==> src/rtl/spi_line_sender.sv <==
// LCD pixel-link transmitter: frames of lines of 32-bit words sent LSB first on sck/mosi with vSync/hSync framing.
// Optional feature: define PATTERN_GEN_EN to replace i_data/i_valid with an internal {line, 8'h00, word} pattern.
module spi_line_sender #(
   parameter int unsigned CLOCK_SPEED     = 50,
   parameter int unsigned SCK_DIV         = 4,
   parameter int unsigned WORDS_PER_LINE  = 40,
   parameter int unsigned LINES_PER_FRAME = 1280,
   parameter int unsigned LINE_GAP        = 8
) (
   input  logic        i_clock,
   input  logic        i_reset,
   input  logic        i_start,
   input  logic [31:0] i_data,
   input  logic        i_valid,
   output logic        o_ready,
   output logic        o_sck,
   output logic        o_mosi,
   output logic        o_hSync,
   output logic        o_vSync,
   output logic        o_busy,
   output logic        o_frameDone,
   output logic        o_stall
);

   localparam int unsigned DIV_W      = $clog2(SCK_DIV) + 1;
   localparam int unsigned WORD_W     = $clog2(WORDS_PER_LINE + 1);
   localparam int unsigned LINE_W     = $clog2(LINES_PER_FRAME + 1);
   localparam int unsigned GAP_CYCLES = LINE_GAP * SCK_DIV;
   localparam int unsigned GAP_W      = $clog2(GAP_CYCLES + 1);

   localparam logic [DIV_W-1:0]  DIV_ONE   = DIV_W'(1);
   localparam logic [DIV_W-1:0]  DIV_HIGH  = DIV_W'(SCK_DIV);
   localparam logic [DIV_W-1:0]  DIV_LAST  = DIV_W'(2 * SCK_DIV - 1);
   localparam logic [WORD_W-1:0] WORD_ONE  = WORD_W'(1);
   localparam logic [WORD_W-1:0] WORD_LAST = WORD_W'(WORDS_PER_LINE - 1);
   localparam logic [LINE_W-1:0] LINE_ONE  = LINE_W'(1);
   localparam logic [LINE_W-1:0] LINE_END  = LINE_W'(LINES_PER_FRAME);
   localparam logic [GAP_W-1:0]  GAP_ONE   = GAP_W'(1);
   localparam logic [GAP_W-1:0]  GAP_LAST  = GAP_W'(GAP_CYCLES - 1);

   if (SCK_DIV < 1 || LINE_GAP < 1 || WORDS_PER_LINE < 1 ||
       LINES_PER_FRAME < 1 || CLOCK_SPEED < 1) begin : g_bad_param
      $error("spi_line_sender: all parameters must be >= 1");
   end

   typedef enum logic [2:0] {
      IDLE, VSYNC, LOAD, SHIFT, HSYNC, GAP, DONE
   } state_t;

   state_t              state, state_nxt;
   logic [DIV_W-1:0]    div_cnt;
   logic [4:0]          bit_cnt;
   logic [WORD_W-1:0]   word_cnt;
   logic [LINE_W-1:0]   line_cnt;
   logic [GAP_W-1:0]    gap_cnt;
   logic [31:0]         shreg;
   logic [31:0]         word_in;
   logic                word_avail;
   logic                src_ready;
   logic                div_last, bit_last, word_last, gap_last, frame_last;

`ifdef PATTERN_GEN_EN
   assign word_in    = {16'(line_cnt), 8'h00, 8'(word_cnt)};
   assign word_avail = 1'b1;
   assign src_ready  = 1'b0;
`else
   assign word_in    = i_data;
   assign word_avail = i_valid;
   assign src_ready  = 1'b1;
`endif

   assign div_last   = (div_cnt == DIV_LAST);
   assign bit_last   = (bit_cnt == 5'd31);
   assign word_last  = (word_cnt == WORD_LAST);
   assign gap_last   = (gap_cnt == GAP_LAST);
   assign frame_last = (line_cnt == LINE_END);

   // sck is high during the second half of each bit period, so the rising edge
   // lands mid-bit and mosi only moves at the high->low transition.
   assign o_sck  = (state == SHIFT) && (div_cnt >= DIV_HIGH);
   assign o_mosi = shreg[0];

   always_ff @(posedge i_clock or posedge i_reset) begin
      if (i_reset) state <= IDLE;
      else         state <= state_nxt;
   end

   always_comb begin
      state_nxt   = state;
      o_busy      = 1'b1;
      o_vSync     = 1'b0;
      o_hSync     = 1'b0;
      o_ready     = 1'b0;
      o_stall     = 1'b0;
      o_frameDone = 1'b0;
      case (state)
         IDLE: begin
            o_busy = 1'b0;
            if (i_start) state_nxt = VSYNC;
         end
         VSYNC: begin
            o_vSync = 1'b1;
            if (div_last) state_nxt = LOAD;
         end
         LOAD: begin
            o_ready = src_ready;
            o_stall = !word_avail;
            if (word_avail) state_nxt = SHIFT;
         end
         SHIFT: begin
            if (div_last && bit_last) state_nxt = word_last ? HSYNC : LOAD;
         end
         HSYNC: begin
            o_hSync = 1'b1;
            if (div_last) state_nxt = GAP;
         end
         GAP: begin
            if (gap_last) state_nxt = frame_last ? DONE : LOAD;
         end
         DONE: begin
            o_busy      = 1'b0;
            o_frameDone = 1'b1;
            state_nxt   = IDLE;
         end
         default: state_nxt = IDLE;
      endcase
   end

   always_ff @(posedge i_clock or posedge i_reset) begin
      if (i_reset) begin
         div_cnt  <= '0;
         bit_cnt  <= '0;
         word_cnt <= '0;
         line_cnt <= '0;
         gap_cnt  <= '0;
         shreg    <= '0;
      end else begin
         case (state)
            IDLE: begin
               div_cnt  <= '0;
               bit_cnt  <= '0;
               word_cnt <= '0;
               line_cnt <= '0;
               gap_cnt  <= '0;
            end
            VSYNC: begin
               div_cnt <= div_last ? '0 : div_cnt + DIV_ONE;
            end
            LOAD: begin
               div_cnt <= '0;
               bit_cnt <= '0;
               if (word_avail) shreg <= word_in;
            end
            SHIFT: begin
               if (div_last) begin
                  div_cnt <= '0;
                  shreg   <= shreg >> 1;
                  bit_cnt <= bit_last ? '0 : bit_cnt + 5'd1;
                  if (bit_last) word_cnt <= word_cnt + WORD_ONE;
               end else begin
                  div_cnt <= div_cnt + DIV_ONE;
               end
            end
            HSYNC: begin
               if (div_last) begin
                  div_cnt  <= '0;
                  word_cnt <= '0;
                  line_cnt <= line_cnt + LINE_ONE;
               end else begin
                  div_cnt <= div_cnt + DIV_ONE;
               end
            end
            GAP: begin
               gap_cnt <= gap_last ? '0 : gap_cnt + GAP_ONE;
            end
            DONE: begin
               line_cnt <= '0;
            end
            default: ;
         endcase
      end
   end

endmodule

==> config.mk <==
export PLATFORM = sky130hd
export DESIGN_NAME = spi_line_sender
export DESIGN_NICKNAME = d
export VERILOG_FILES = /design/src/rtl/spi_line_sender.sv
export SDC_FILE = /design/constraint.sdc
export NUM_CORES = 1
export LEC_CHECK = 0
export BUFFER_PORTS_ARGS = -buffer_cell sky130_fd_sc_hd__buf_2
export CORE_ASPECT_RATIO = 1.25
export CORE_UTILIZATION = 43
export CTS_BUF_LIST = sky130_fd_sc_hd__clkbuf_8
export DETAILED_ROUTE_END_ITERATION = 16
export SYNTH_ARGS = -nofsm -noshare
export SYNTH_HDL_FRONTEND = slang
export SYNTH_SLANG_ARGS = --single-unit
==> constraint.sdc <==
create_clock -name i_clock -period 2.5 [get_ports i_clock]
set_input_delay 0.5 -clock i_clock [delete_from_list [all_inputs] [get_ports i_clock]]
set_output_delay 0.5 -clock i_clock [all_outputs]
set_load 0.02 [all_outputs]
Word level (Yosys, flattened, before mapping). Cells that the tools add are included.

Output and inout bits: 8. Latch bits: 0. ROM bits: 0. Input bits: 36. Bits in writable memories: 0. Memories: 0. Word-level logic and storage cells: 81. Bits in registers: 66.

Order comparisons: 1. Add/subtract/negate cells: 5. Reductions and logical operators: 18. Div/mod/pow operators: 0. Shift operators: 0. Bitwise gates (word level): 0. Eq/ne operators: 19. $mul: 0. Multiplexer cells: 31.

Operators by type and width (number): $mux W32 (2); $pmux W32 S2 (1); $mux W3 (9); $mux W6 (4); $pmux W11 S2 (1); $pmux W3 S6 (1); $pmux W6 S3 (1); $ne A2 B2 Y1 const B (7); $add A6 B1 Y6 const B (2); $eq A3 B3 Y1 const B (4); $pmux W6 S2 (1); $add A11 B1 Y11 const B (1); $eq A11 B11 Y1 const B (1); $mux W11 (1); $mux W5 (2); $pmux W5 S2 (1); $reduce_bool A2 Y1 (5); $eq A3 B2 Y1 const B (2); $eq A6 B5 Y1 const B (1); $eq A6 B6 Y1 const B (1); $mux W1 (6); $pmux W3 S2 (1); $reduce_and A6 Y1 (1); $add A5 B1 Y5 const B (1); 14 further kinds (17).

Logic depth before layout (Yosys ltp). Gate-level depths: netlist of run 1.

Depth in word-level cells: 4. Mapped depth: 8. Mapped depth without buffers: 7.

Worst setup path after synthesis of run 1. Ideal clock, no wire load.

Path kind: flip-flop to output port. Start: register state[2]. End: output o_busy. Data required time: 2000 ps. Stages on the path, launching flop included: 5. Path slack: 528 ps. Data arrival time: 1472 ps. Cells stage by stage: dfrtp_1 -> clkbuf_1 -> nor2b_1 -> nor3_1 -> inv_1.

Longest elaborated chain between the ends: 3. Elaborated cells between the ends (all ways): 4. Those cells by class: eq/ne (1); mux (1); reduce/logical (2).

RTL lines: from (decl) (line 50) `state_t state, state_nxt;`; from (signal assigned) (line 85) `else state <= state_nxt;`; $eq A3 B3 Y1 / $logic_not A3 Y1 (equally long branches) (line 96) `case (state)`; $reduce_or A2 Y1 (no source line) (*); $mux W1 (*) (line 96); to (decl) (line 20) `output logic o_busy,`.

Mark *: on every way between the ends. The rest lies on a longest branch, timed or not.

Worst setup path after layout of run 1.
Start: register state[0]. End: output o_vSync.

Longest elaborated chain between the ends: 2.

RTL lines: $eq A3 B1 Y1 (line 96); $mux W1 (line 96); to (decl) (line 19) `output logic o_vSync,`.

No other way between the ends.

==> results of run 1 <==
## per-layer routing
layer	GRT usage, %	wire length [um]
met1	23.09	3480
met2	29.10	3516
met3	3.426	265
met4	8.990	159
met5	0	0
## worst min-delay path: cells and delay by family
kind                   cells  cell delay [ns]
buffers and inverters      3             0.46
## worst max-delay path by stage
stage | startpoint | to | slack [ns] | depth (start not counted)
3_3_place_gp | bit_cnt[0] | word_cnt[4] | 0.52 | 7
5_1_grt | bit_cnt[0] | state[1] | 0.14 | 7
2_1_floorplan | i_reset | bit_cnt[0] | 0.35 | 1
4_1_cts | state[0] | o_busy | 0.11 | 3
6_report | state[0] | o_vSync | 0.37 | 4
3_5_place_dp | bit_cnt[0] | state[1] | 0.40 | 7
## synthesized netlist by cell type, types with 7 or more instances
cell type   n  share of area [%]
dfrtp_1    66                 47
nand2_1    56                5.9
o21ai_0    55                7.8
mux2i_1    41                 12
nor2_1     19                2.0
nand3_1    14                2.0
a21oi_1    11                1.6
clkbuf_1   11                1.2
inv_1      10                1.1
nand2b_1    9                1.6
ha_1        8                2.8
and3_1      7                1.2
## state kept, by name, indices dropped and copies added (netlist names)
name      flops
line_cnt     11
gap_cnt       6
state         3
word_cnt      6
div_cnt       3
shreg        32
bit_cnt       5
## power groups by stage
| stage | sequential, W | combinational, W | clock (W) |
|---|---|---|---|
| final | 0.00157 | 0.00156 | 0.000893 |
| after global placement | 0.00158 | 0.00153 | 0 |
| after floorplan | 0.00152 | 0.00122 | 0 |
| after global routing | 0.00161 | 0.00175 | 0.000962 |
| after CTS | 0.00157 | 0.00157 | 0.000921 |
| after detailed placement | 0.00159 | 0.00157 | 0 |
## cells by family (layout without fill, tap and decap cells)
kind of cell	Yosys count	in the layout	synth area share (%)
compound gates	100	100	16.85
fa+ha+maj	8	8	2.820
buf+inv	31	78	3.454
simple gates	133	133	18.54
xor+xnor	1	1	0.2468
flops	66	66	46.53
mux	41	41	11.56
## through the flow
stage,setup slack [ns],util [%],hold slack (ns),instances
2_1_floorplan,0.3452,-,0.4492,380
3_3_place_gp,0.5193,49.62,0.4608,507
3_5_place_dp,0.4047,49.62,0.4699,507
4_1_cts,0.1114,52.06,0.2342,522
5_1_grt,0.1413,52.13,0.2503,522
6_report,0.3681,52.13,0.2172,522
## final cells by class
type                       count  area share, %
clock inverter                 5          1.340
timing repair buffer          53          7.978
sequential                    66          40.19
tap                           95          2.893
inverter                      10         0.9135
clock buffer                  10          3.350
multi-input combinational    283          43.33
## what timing repair did
action / CTS / global route
gates resized for setup: 0 / 1
buffers inserted: 0 / 0
endpoints found under the setup margin: 0 / 1
==> qor.txt, run 1 <==
WS Path Type: flop to output pin
Synthesis-to-layout area growth: 15.76%
Critical path buffers and inverters: 2
Switch Pwr: 0.001503 W
Post-DP HPWL: 5020 um
Crit path largest cell delay: 0.59 ns
Site Rows: 36
Routability congestion estimate: 0.8242
Crit path cell chain: buf_4 > nand2b_1 > nor2_1 > buf_2
Period utilization: 85.27%
Worst-path clk slew: 0.07 ns
Mapped Cells: 380
Leak pwr: 1.946 nW
Cell-internal power: 0.002514 W
Largest delay contributor family on the critical path: flip-flops
Initial antenna violation count: 0
Cts hold-fix bufs: 0
H-tree levels: 3
Slew at the pin with the worst max-slew slack: 0.6667 ns
Power per Cell Area: 977.4 nW/um2
Max Cap Viol: 0
I/O Buffers: 43
Final net count: 467
Number of flops mapped to enable cells by yosys: 0
Die Y: 103.6 um
Die ar.: 8625 um2
Sequential Area: 1652 um2
Clk buf depth: 2
Final setup fails: 0
Most common cell after layout, fill and taps aside: dfrtp_1
Synth unique cells: 44
Leading cell types in the layout, fill and taps excluded: dfrtp_1, nand2_1, o21ai_0, buf_2, mux2i_1
Total routed wirelength: 7423 um
Grt total ovfl: 0
Max Fclk: 0.4691 GHz
Part of the power in the clock network: 22.2%
Period minus WS final: 2.132 ns
Syn Nets: 424
Average size of a mapped cell: 9.341 um2
Ys async rst share: 100.0%
Layout cells sized above 1: 17.10%
Avg Vias per Cell: 5.602
Worst Setup End Kind: output pin
Syn. warnings: 0
Pins Over Slew Limit: 0
Gate power share: 38.8%
CTS buffer count: 9
Slowest cell on crit path: dfrtp_1
R2r startpoint: bit_cnt[0]
Final instance area: 4109 um2
Flop2flop setup slack: 0.39 ns
RSZ-0062 raised after global routing: false
Root Buffer: clkbuf_8
Filler cells: 751
Core area: 7883 um2
Largest net degree at the start of global routing: 67
Final Skew: 0.005328 ns
CTS tree: built
Reg2reg path depth: 7
DRT iter0 DRCs: 130
Worst slew margin: 55.14%
# DRC: 0
DR pass1 iterations: 4
Multi-input logic area: 1780 um2
Peak supply drop: 543.3 uV
Switching Share: 37.41%
Initial Utilization: 45.03%
Status: completed
HP Class: input pin to async pin
Dpl cell area: 3911 um2
Routed length per placed instance: 14.22 um
Final Hold Viols: 0
CTS Sinks: 66
First-pass GRT wire length: 12700 um
Synthesized flop and latch total: 66
Die Wd: 83.27 um
Antenna-violating nets left: 0
Vias in the first global route: 2804
Arrival time worst endpoint: 1.63 ns
WP data required: 2.00 ns
Mapped cell area: 3550 um2
Sequential area share after synthesis: 46.53%
Io pins: 44
CP startpoint kind: flop
Top FF cell, synth: dfrtp_1
RR Endpoint: state[1]
Flop pwr share: 39.0%
Total GRT Usage: 18.03%
DR vias: 2924
Setup TNS: 0 ns
Latest clock arrival within the worst-skew pair: 0.34 ns
Ant diodes: 0
CP max FO: 18
Design Power: 0.004016 W
(Power assumes the default switching activity.)
==> run 2, diff against run 1 <==
- PLACE_DENSITY: default -> 0.7
==> run 2 against run 1 <==
Worst hold slack better by 0.0036 ns. Design area up 0.27%. Combinational power down 3%. Die area unchanged. Highest routed layer unchanged. Via count up 0.24%. Setup slack worse by 0.12 ns. Sequential share of layout area down 0.11 points. Flip-flop and latch count unchanged. Register-to-register slack worse by 0.03 ns.
==> qor.txt, run 2 (synthesis results as in run 1) <==
Synthesis-to-layout area growth: 16.07%
Worst setup startpoint: state[0]
Max Fclk: 0.4441 GHz (-5.3%)
Total routed wirelength: 7577 um (+2.1%)
Max Cap Viol: 0 (unchanged)
CP max FO: 21 (+3)
Setup TNS: 0 ns (unchanged)
Gate power share: 37.5% (-1.3 points)
CTS tree: built
Slew at the pin with the worst max-slew slack: 0.6480 ns (-0.01872 ns)
Die Wd: 83.27 um (unchanged)
Post-DP HPWL: 5142 um (+2.4%)
Power per Cell Area: 985.8 nW/um2 (+0.86%)
Filler cells: 693 (-7.7%)
RR Endpoint: state[1]
Io pins: 44 (unchanged)
Crit path cell chain: nor3_2 > inv_1 > buf_2
# DRC: 0 (unchanged)
DR pass1 iterations: 5 (+1)
Switch Pwr: 0.001498 W (-0.30%)
WP data required: 2.00 ns (about the same)
Leak pwr: 1.963 nW (+0.83%)
Arrival time worst endpoint: 1.75 ns (+0.12 ns)
Initial antenna violation count: 0 (unchanged)
Ant diodes: 0 (unchanged)
Largest net degree at the start of global routing: 67 (unchanged)
Worst Setup End Kind: output pin
Initial Utilization: 45.03% (unchanged)
H-tree levels: 3 (unchanged)
Slowest cell on crit path: dfrtp_1
Met3 routed WL: 306 um (+15%)
Cell-internal power: 0.002564 W (+2.0%)
CTS buffer count: 9 (unchanged)
I/O Buffers: 43 (unchanged)
Part of the power in the clock network: 23.0% (+0.8 points)
DRT iter0 DRCs: 124 (-4.6%)
Latest clock arrival within the worst-skew pair: 0.35 ns (about the same)
Crit path largest cell delay: 0.62 ns (+0.03 ns)
Met1 wire length: 3496 um (+0.46%)
Core area: 7883 um2 (unchanged)
DR vias: 2931 (+0.24%)
CP startpoint kind: flop
Layout cells sized above 1: 16.86% (-0.23 points)
First-pass GRT wire length: 13080 um (+3.0%)
Flop pwr share: 39.5% (+0.5 points)
Final setup fails: 0 (unchanged)
Worst-path clk slew: 0.07 ns (about the same)
Routability congestion estimate: 0.8117 (-1.5%)
Die ar.: 8625 um2 (unchanged)
Antenna-violating nets left: 0 (unchanged)
Peak supply drop: 483.2 uV (-11%)
Leading cell types in the layout, fill and taps excluded: dfrtp_1, nand2_1, o21ai_0, buf_2, mux2i_1
Flop2flop setup slack: 0.36 ns (-0.03 ns)
Routed length per placed instance: 14.52 um (+2.1%)
Clk buf depth: 2 (unchanged)
Placement Setup Slack: 0.2977 ns (-0.1070 ns)
Period utilization: 90.06% (+4.8 points)
RSZ-0062 raised after global routing: false
Top Registers: shreg x32, line_cnt x11
Fin worst setup slack: 0.2485 ns (-0.1197 ns)
Grt total ovfl: 0 (unchanged)
Largest register by flop count: shreg
Period minus WS final: 2.252 ns (+0.1197 ns)
Root Buffer: clkbuf_8
Die Y: 103.6 um (unchanged)
Final Skew: 0.006229 ns (+0.0009010 ns)
CTS Sinks: 66 (unchanged)
Switching Share: 36.89% (-0.53 points)
HP Class: input pin to async pin
Most common cell after layout, fill and taps aside: dfrtp_1
Top routing layer used: met4
R2r startpoint: div_cnt[0]
Final Hold Viols: 0 (unchanged)
Total GRT Usage: 18.79% (+0.76 points)
Reg2reg path depth: 7 (unchanged)
Status: completed
Met2 routed WL: 3619 um (+2.9%)
Pins Over Slew Limit: 0 (unchanged)
Avg Vias per Cell: 5.615 (+0.24%)
Vias in the first global route: 2772 (-1.1%)
Max reg flops: 32 (unchanged)
Final net count: 467 (unchanged)
Worst slew margin: 56.80% (+1.7 points)
WS Path Type: flop to output pin
Site Rows: 36 (unchanged)
Cts hold-fix bufs: 0 (unchanged)
[run 2: cell count changes in the layout (fill, tap and decap cells not counted), sizes merged]
cell	before	now
clkbuf	10	12
clkinv	2	1
clkinvlp	2	0
inv	10	11
[run 2: worst max-delay path by stage]
stage                       endpoint  depth (start not counted)
after floorplan           bit_cnt[0]                          1
after global placement        o_busy                          4
after detailed placement      o_busy                          4
after CTS                     o_busy                          4
after global routing          o_busy                          3
final                         o_busy                          3
[run 2: layer usage]
layer / global-route usage, % / up-vias
met5: 0 / -
met4: 11.58 / 0
met3: 2.948 / 12
met2: 29.22 / 83
met1: 24.52 / 1389
li1: - / 1447
[run 2: through the flow]
step           total power, W  std cells  hold WS (ns)  instance area, um2  utilization (%)
4_1_cts              0.004108        522        0.2216                4120            52.27
6_report             0.004062        522        0.2208                4120            52.27
5_1_grt              0.004352        522        0.2563                4120            52.27
2_1_floorplan        0.002739        380        0.4492                3550                -
3_5_place_dp         0.003150        507        0.4696                3911            49.62
3_3_place_gp         0.003090        507        0.4603                3911            49.62
[run 2: cell type report]
type | instances | area [um2] | share of cell area (%)
repair buffers | 53 | 327.8 | 7.956
inverters | 10 | 37.54 | 0.9110
clock inverters | 3 | 38.79 | 0.9414
well taps | 95 | 118.9 | 2.885
multi-input cells | 283 | 1780 | 43.21
clock buffers | 12 | 165.2 | 4.008
flip-flops and latches | 66 | 1652 | 40.08
[run 2: timing repair]
item,4_1_cts,5_1_grt
setup endpoints to repair,1,0
gates resized for setup,1,0
buffers inserted,0,0
[run 2: worst max-delay path: cells and delay by family, from the launching register on]
kind	cells	cell delay (ns)
buf+inv	2	0.25
simple gates	1	0.54
flops	1	0.62
[run 2: power by group through the flow]
stage          combinational (W)  clock (W)  sequential [W]
6_report                 0.00152   0.000935         0.00161
5_1_grt                  0.00170    0.00100         0.00165
4_1_cts                  0.00154   0.000968         0.00160
3_5_place_dp             0.00153          0         0.00162
3_3_place_gp             0.00149          0         0.00160
2_1_floorplan            0.00122          0         0.00152
